==> src/rtl/sik_encoder.sv <==
// SIK instruction-stream encoder: turns symbolic instructions into 16-bit fetch words,
// inserting a prefix word when the immediate does not fit a sign-extended 12-bit field.
module sik_encoder #(
  parameter logic [15:0] BASE = 16'h0000
) (
  input  logic        clk,
  input  logic        reset,
  input  logic        in_valid,
  output logic        in_ready,
  input  logic        in_ext,
  input  logic [3:0]  in_op,
  input  logic [15:0] in_imm,
  input  logic        base_load,
  input  logic [15:0] base_addr,
  output logic        out_valid,
  input  logic        out_ready,
  output logic [15:0] out_word,
  output logic [15:0] out_addr,
  output logic [15:0] count,
  output logic        err
);

  localparam int unsigned W    = 16;
  localparam int unsigned OPW  = 4;
  localparam int unsigned IMMW = 12;
  localparam int unsigned PFXW = W - IMMW;

  localparam logic [OPW-1:0] OP_PREFIX   = 4'b1111;
  localparam logic [OPW-1:0] NORM_OP_MIN = 4'b0001;
  localparam logic [OPW-1:0] NORM_OP_MAX = 4'b1000;
  localparam logic [OPW-1:0] EXT_OP_MIN  = 4'b0001;
  localparam logic [OPW-1:0] EXT_OP_MAX  = 4'b1100;

  typedef enum logic {
    IDLE = 1'b0,
    HOLD = 1'b1
  } state_t;

  state_t       state;
  state_t       state_nxt;

  logic [W-1:0] hold_word;
  logic [W-1:0] addr_cnt;

  logic         accept;
  logic         out_hs;
  logic         op_legal;
  logic         need_prefix;
  logic [W-1:0] norm_word;
  logic [W-1:0] ext_word;
  logic [W-1:0] prefix_word;

  logic         load;
  logic [W-1:0] load_word;
  logic         load_hold;
  logic         set_err;
  logic         take_base;

  // Instruction decode and word formatting
  assign norm_word   = {in_op, in_imm[IMMW-1:0]};
  assign ext_word    = {(W-OPW)'(0), in_op};
  assign prefix_word = {OP_PREFIX, (W-OPW-PFXW)'(0), in_imm[W-1:IMMW]};
  assign need_prefix = in_imm[W-1:IMMW] != {PFXW{in_imm[IMMW-1]}};
  assign op_legal    = in_ext ? ((in_op >= EXT_OP_MIN)  && (in_op <= EXT_OP_MAX))
                              : ((in_op >= NORM_OP_MIN) && (in_op <= NORM_OP_MAX));

  assign out_hs   = out_valid && out_ready;
  assign in_ready = (state == IDLE) && !reset && !base_load && (!out_valid || out_ready);
  assign accept   = in_valid && in_ready;

  // State register
  always_ff @(posedge clk) begin
    if (reset) begin
      state <= IDLE;
    end else begin
      state <= state_nxt;
    end
  end

  // Next-state and datapath load control
  always_comb begin
    state_nxt = state;
    load      = 1'b0;
    load_word = norm_word;
    load_hold = 1'b0;
    set_err   = 1'b0;
    take_base = 1'b0;
    unique case (state)
      IDLE: begin
        if (accept) begin
          if (!op_legal) begin
            set_err = 1'b1;
          end else if (in_ext) begin
            load      = 1'b1;
            load_word = ext_word;
          end else if (need_prefix) begin
            load      = 1'b1;
            load_word = prefix_word;
            load_hold = 1'b1;
            state_nxt = HOLD;
          end else begin
            load      = 1'b1;
            load_word = norm_word;
          end
        end else if (base_load && !reset && (!out_valid || out_ready)) begin
          take_base = 1'b1;
        end
      end
      HOLD: begin
        if (out_hs) begin
          load      = 1'b1;
          load_word = hold_word;
          state_nxt = IDLE;
        end
      end
      default: state_nxt = IDLE;
    endcase
  end

  // Output register, hold word and address counter
  always_ff @(posedge clk) begin
    if (reset) begin
      out_valid <= 1'b0;
      out_word  <= '0;
      out_addr  <= BASE;
      addr_cnt  <= BASE;
      hold_word <= '0;
    end else begin
      if (load) begin
        out_valid <= 1'b1;
        out_word  <= load_word;
        out_addr  <= addr_cnt;
        addr_cnt  <= addr_cnt + W'(1);
      end else begin
        if (out_hs) begin
          out_valid <= 1'b0;
        end
        if (take_base) begin
          addr_cnt <= base_addr;
        end
      end
      if (load_hold) begin
        hold_word <= norm_word;
      end
    end
  end

  // Handshake counter and sticky error flag
  always_ff @(posedge clk) begin
    if (reset) begin
      count <= '0;
      err   <= 1'b0;
    end else begin
      if (out_hs) begin
        count <= count + W'(1);
      end
      if (set_err) begin
        err <= 1'b1;
      end
    end
  end

endmodule

==> config.mk <==
export PLATFORM = sky130hd
export DESIGN_NAME = sik_encoder
export DESIGN_NICKNAME = d
export VERILOG_FILES = /design/src/rtl/sik_encoder.sv
export SDC_FILE = /design/constraint.sdc
export NUM_CORES = 1
export LEC_CHECK = 0
export CELL_PAD_IN_SITES_DETAIL_PLACEMENT = 1
export CELL_PAD_IN_SITES_GLOBAL_PLACEMENT = 2
export CORE_MARGIN = 5
export CORE_UTILIZATION = 29
export CTS_BUF_LIST = sky130_fd_sc_hd__clkbuf_8
export DETAILED_ROUTE_END_ITERATION = 12
export PLACE_DENSITY = 0.8
export RECOVER_POWER = 25
export SYNTH_ARGS = -nofsm -noshare
export SYNTH_HDL_FRONTEND = slang
export SYNTH_SLANG_ARGS = --single-unit
==> constraint.sdc <==
create_clock -name clk -period 2.1 [get_ports clk]
set_input_delay 0.21 -clock clk [delete_from_list [all_inputs] [get_ports clk]]
set_output_delay 0.21 -clock clk [all_outputs]
set_load 0.02 [all_outputs]
==> impl_metrics.json <==
{
  "status": "finished, final reports clean",
  "crit_path_start": "in_op[0]",
  "required_ns": 2.39,
  "cp-endpoint": "out_word[7]",
  "antenna_left": 0,
  "dpl.hpwl_microns": 9724,
  "yosys-top-cells-count": "dfxtp_1, nand2_1, a21oi_1",
  "synth_most_common_cell": "dfxtp_1",
  "placed_area_sq_mm": 0.005349,
  "clkSinkCount": 83,
  "fin_hold_ws_ns": 0.3965,
  "synth-edff-count": 0,
  "place.gp.congestion": 0.7960,
  "synth_top_area_cell": "dfxtp_1",
  "die_h_microns": 125.9,
  "port_buffers": 92,
  "switchingPower_uw": 873.8,
  "utilization_pct": 41.88,
  "ys_seq_area_share_pct": 42.65,
  "clkLatencyLatePin_ns": 0.37,
  "p_int_mw": 2.321,
  "wl_microns": 12990,
  "fin_nets": 649,
  "nFillCells": 1591,
  "post_cts_resized": 0,
  "viasPerCell": 5.141,
  "reg2reg_from": "state",
  "critPathMaxStageDelay_ns": 0.54,
  "antenna_found_initial": 0,
  "dr.first_iter.drc_count": 235,
  "place_ws_ns": -0.2890,
  "fin_ws_ns": 0.1365,
  "fp.dieW_microns": 125.9,
  "critPathSlowestCell": "or4_4",
  "rows": 42,
  "crit_arrival_ns": 2.25,
  "max_freq_ghz": 0.5093,
  "reg2reg_depth": 7,
  "vias": 4041,
  "critical_path_class": "input port to register",
  "num_antenna_cells": 0,
  "synth_area_leaders": "dfxtp_1, a21oi_1, nand2_1, nand3_1, nor2_1",
  "worstMarginPinSlew_ns": 0.5939,
  "startpoint_type": "input port",
  "syn-num-nets": 526,
  "clockBufferDepth": 2,
  "crit_fanout": 19,
  "die-area_sq_mm": 0.01585,
  "syn_to_final_growth_pct": 41.78,
  "cts.clk_slew.worst_paths_ns": 0.08,
  "multi_input_area_sq_mm": 0.002023,
  "ys_dominant_reg_cell": "dfxtp_1",
  "relSlewSlack_pct": 60.10,
  "cts_made_buffers": 9,
  "finalCriticalPeriod_ns": 1.964,
  "final_area_sq_mm": 0.005524,
  "hold_viol": 0,
  "grt_overflow_total": 0,
  "drive_gt1_share_pct": 13.93,
  "grt_start_max_net_pins": 52,
  "initial_core_util_pct": 29.54,
  "grt_pass1_wl_microns": 21130,
  "grt.total_usage_pct": 16.35,
  "hold_buffers": 0,
  "clockPowerShare_pct": 34.2,
  "hold_path.class": "input port to register",
  "switching_share_pct": 27.35,
  "syn-cell-area_sq_mm": 0.003896,
  "r2r_slack_ns": 0.21,
  "regArea_sq_mm": 0.001662,
  "core-area_sq_mm": 0.01319,
  "post_drt_wl_per_cell_microns": 16.53,
  "cts_root_buf": "clkbuf_8",
  "yosys_warnings": 0,
  "period_share_pct": 93.50,
  "synthDistinctLibCells": 56,
  "sequentialPowerShare_pct": 51.7,
  "cts_max_level": 3,
  "postCtsSetupBuffers": 0,
  "worst_clock_skew_ns": 0.005474,
  "finalMaxSlewViolations": 0,
  "synth_async_sr_flop_share_pct": 0,
  "end_kind": "register",
  "grt_pass1_vias": 4249,
  "cts_tree": "yes",
  "drc_errors": 0,
  "setup_viol": 0,
  "rr_endpoint": "out_addr[8]",
  "io-pin-count": 93,
  "synth_cells": 482,
  "synth_top_cell_area_share_pct": 42.65,
  "crit_chain": "clkdlybuf4s50_1 > or4_4 > a21boi_2 > a31oi_4 > buf_4 > a221oi_1 > nor3_1",
  "combPwrFrac_pct": 14.0,
  "vdd_ir_drop_max_mv": 0.2513,
  "leakage_nw": 2.044,
  "drv_cap": 0,
  "synth-seq-cells": 83,
  "rsz0062_at_grt": "false",
  "avgSynthCellArea_sq_um": 8.083,
  "cellPowerDensity_mw_per_mm2": 578.3,
  "drt-pass1-iter-count": 4
}
-- how the worst min path moves through the flow --
| stage | from | to | cells past startpoint |
|---|---|---|---|
| after detailed placement | out_addr[7] | out_addr[7] | 2 |
| after global routing | base_addr[13] | addr_cnt[13] | 3 |
| after global placement | out_addr[11] | out_addr[11] | 2 |
| after CTS | reset | count[10] | 3 |
| final | reset | count[2] | 3 |
| after floorplan | base_addr[15] | addr_cnt[15] | 2 |
-- power groups by stage --
stage / sequential [mW] / combinational [mW] / clock (mW)
after CTS: 1.65 / 0.457 / 1.14
after floorplan: 1.70 / 0.184 / 0
after detailed placement: 1.69 / 0.455 / 0
final: 1.65 / 0.449 / 1.09
after global placement: 1.69 / 0.445 / 0
after global routing: 1.66 / 0.486 / 1.21
-- layout make-up --
class	count	area share, %
Clock buffer	11	2.741
Clock inverter	5	0.4983
Inverter	12	0.8154
Multi-Input combinational cell	351	36.63
Sequential cell	83	30.08
Tap cell	176	3.986
Timing Repair Buffer	148	25.25
-- flip-flops by register name, summed over array words and instances, names as in the netlist --
signal     count
addr_cnt      16
count         16
hold_word     16
out_addr      16
out_word      16
err            1
out_valid      1
state          1
-- worst max-delay path: cells and delay by family --
family                 cells  cell delay (ns)
buffers and inverters      2             0.77
and+or+nand+nor            2             0.75
AOI/OAI and AO/OA          3             0.52
-- placed cells by master, fill, tap and decap left out, types with 9 or more instances in the layout --
cell             count
a21oi_1             50
a31oi_1              9
and3_1              10
buf_4               50
clkbuf_8            11
clkdlybuf4s50_1     65
dfxtp_1             83
dlygate4sd3_1       26
inv_1               12
nand2_1             66
nand3_1             30
nor2_1              36
nor3_1              17
o21ai_0             25
-- per-stage QoR --
stage | cells | total power [mW] | TNS [ns]
after floorplan | 482 | 1.882 | 0
after global placement | 770 | 2.134 | -5.636
after detailed placement | 770 | 2.145 | -9.045
after CTS | 786 | 3.252 | 0
after global routing | 786 | 3.352 | 0
final | 786 | 3.195 | 0
-- metal layers --
metal | vias up | wire (microns) | global-route usage (%)
met2 | 73 | 6427 | 28.83
met1 | 1971 | 5782 | 19.17
met5 | - | 0 | 0
met4 | 0 | 187 | 5.426
met3 | 13 | 595 | 4.488
li1 | 1984 | - | -
-- logic make-up (layout without fill, tap and decap cells) --
kind of cell             count (synthesis)  count (layout)  share of synthesized area (%)
AO/OA/AOI/OAI                          135             135                          22.99
XOR/XNOR                                12              12                          2.697
adder cells (fa/ha/maj)                  2               2                         0.6422
buffers and inverters                   48             176                          5.427
flip-flops                              83              83                          42.65
multiplexers                             5               5                          1.413
AND/OR/NAND/NOR                        197             197                          24.18
Note: power is estimated with default switching activity, not from simulation.
==> RTL change (config.mk and constraints unchanged) <==
Make the reset (`reset`) asynchronous in 3 clocked blocks.
--- a/src/rtl/sik_encoder.sv
+++ b/src/rtl/sik_encoder.sv
@@ -71,3 +71,3 @@
   // State register
-  always_ff @(posedge clk) begin
+  always_ff @(posedge clk or posedge reset) begin
     if (reset) begin
@@ -120,3 +120,3 @@
   // Output register, hold word and address counter
-  always_ff @(posedge clk) begin
+  always_ff @(posedge clk or posedge reset) begin
     if (reset) begin
@@ -148,3 +148,3 @@
   // Handshake counter and sticky error flag
-  always_ff @(posedge clk) begin
+  always_ff @(posedge clk or posedge reset) begin
     if (reset) begin
Behaviour: differs if reset is asserted again (counterexample within 4 cycles, from zero or initial values and one cycle with reset high); with reset held inactive, the same outputs for 10 cycles.
==> RTL change against the original RTL <==
Wire length is 5.4% lower; non-clock buffer count is 2 lower; critical endpoint is now in_ready; final area is 4.5% higher; worst setup slack worse by 0.019 ns; synthesized area is 5.3% higher; sequential cell count stayed put; first-iteration DRC count is 20% lower.
Power is not compared: it rests on default switching activity, and its combinational part moved more than twofold at a synthesized area within 25%.
==> RTL change: results (changes against the original RTL) <==
[run_status]
outcome=completed

[min_path]
min_path_cells=1  ; -2
holdCritStartpoint=count[15]
worst_hold_path_type=flop to flop
min_to=count[15]

[synth]
seq_area_frac_synth=0.506  ; +0.0799
synth_common_cells=dfrtp_1, nand2_1, nor2_1
syn_inst=396  ; -18%
yosysMostFrequentCell=dfrtp_1
synth.distinct_cells=57  ; +1.8%
synthFlopType=dfrtp_1
synth-xor-area-share=0.0320  ; +0.00506
synthTopCellsByArea=dfrtp_1, nand2_1, mux2_2
syn_nets=440  ; -16%
synth.mux.area_fraction=0.0702  ; +0.0560
synthArstFlopShare=1.00  ; +1.00
synth_compound_area_frac=0.156  ; -0.0743
synth_adder_area_share=0.00610  ; -0.000321

[clock_tree]
post_cts_resized=1  ; +1
insertion_delay_ns=0.37  ; about the same
cts_buffers=9  ; unchanged
cts.path.max_buffers=2  ; unchanged
cts_hold_buf=0  ; unchanged

[placed_design]
gp_congestion=0.843  ; +5.9%
place_ws_ns=-0.293  ; -0.00353 ns
hpwlAfterDp_microns=9160  ; -5.8%
placed_area_sq_um=5610  ; +4.8%
dpl.cell_count=707  ; -8.2%

[setup_path]
cp-startpoint=reset
reg2reg_depth=6  ; -1
timing.rr.start=state
r2r_end=addr_cnt[15]
crit_fanout=3  ; -16
cp.buffers_inverters=3  ; +1
crit_end=in_ready
cp_slowest_cell=dlygate4sd3_1
cp.arrival_ns=1.77  ; -0.48 ns
crit_path_max_incr_delay_ns=0.61  ; +0.07 ns

[drt]
dr.first_iter.drc_count=188  ; -20%
vias=3595  ; -11%
vias_per_cell=4.97  ; -3.3%
drt-total-wl_microns=12300  ; -5.4%
drc_errors=0  ; unchanged

[final_layout]
drive_above_1_share=0.195  ; +0.0559
area_growth_pct=40.7
fillers=1609  ; +1.1%
nNetsFinal=582  ; -10%

[global_route]
grt_max_degree=38  ; -27%
grt_pass1_wl_microns=19800  ; -6.4%
grt_pass1_vias=3820  ; -10%
grt.total_usage=0.151  ; -0.0126

[sta]
tightest_slew_ns=0.901  ; +0.307 ns
fin_crit_sh=0.944  ; +0.00907
fin_skew_ns=0.00777  ; +0.00229 ns
holdWs_ns=0.470  ; +0.0738 ns

## RTL change: cell types whose count changed in the layout (fill, tap and decap cells not counted), moves of 6 or more
cell / unedited run / this run
o21ai_0: 25 / 16
dfrtp_1: 0 / 83
clkdlybuf4s50_1: 65 / 90
nand3_1: 30 / 11
dfxtp_1: 83 / 0
or3_1: 8 / 0
nor3_1: 17 / 9
a21oi_1: 50 / 22
mux2_2: 4 / 18
mux2i_1: 1 / 7
a2bb2oi_1: 1 / 7
a221oi_1: 8 / 0
a31oi_1: 9 / 0
dlygate4sd3_1: 26 / 1
## RTL change: metal layers
layer / global-route usage / part of all wire
met5: 0 / 0
met3: 0.0274 / 0.046
met2: 0.245 / 0.48
met4: 0.0587 / 0.018
met1: 0.201 / 0.46
## RTL change: final cells by class
cell class,instances,share of cell area
sequential,83,0.360
clock buffer,11,0.0262
inverter,11,0.00737
tap,180,0.0390
clock inverter,5,0.00499
multi-input combinational,287,0.329
timing repair buffer,146,0.233
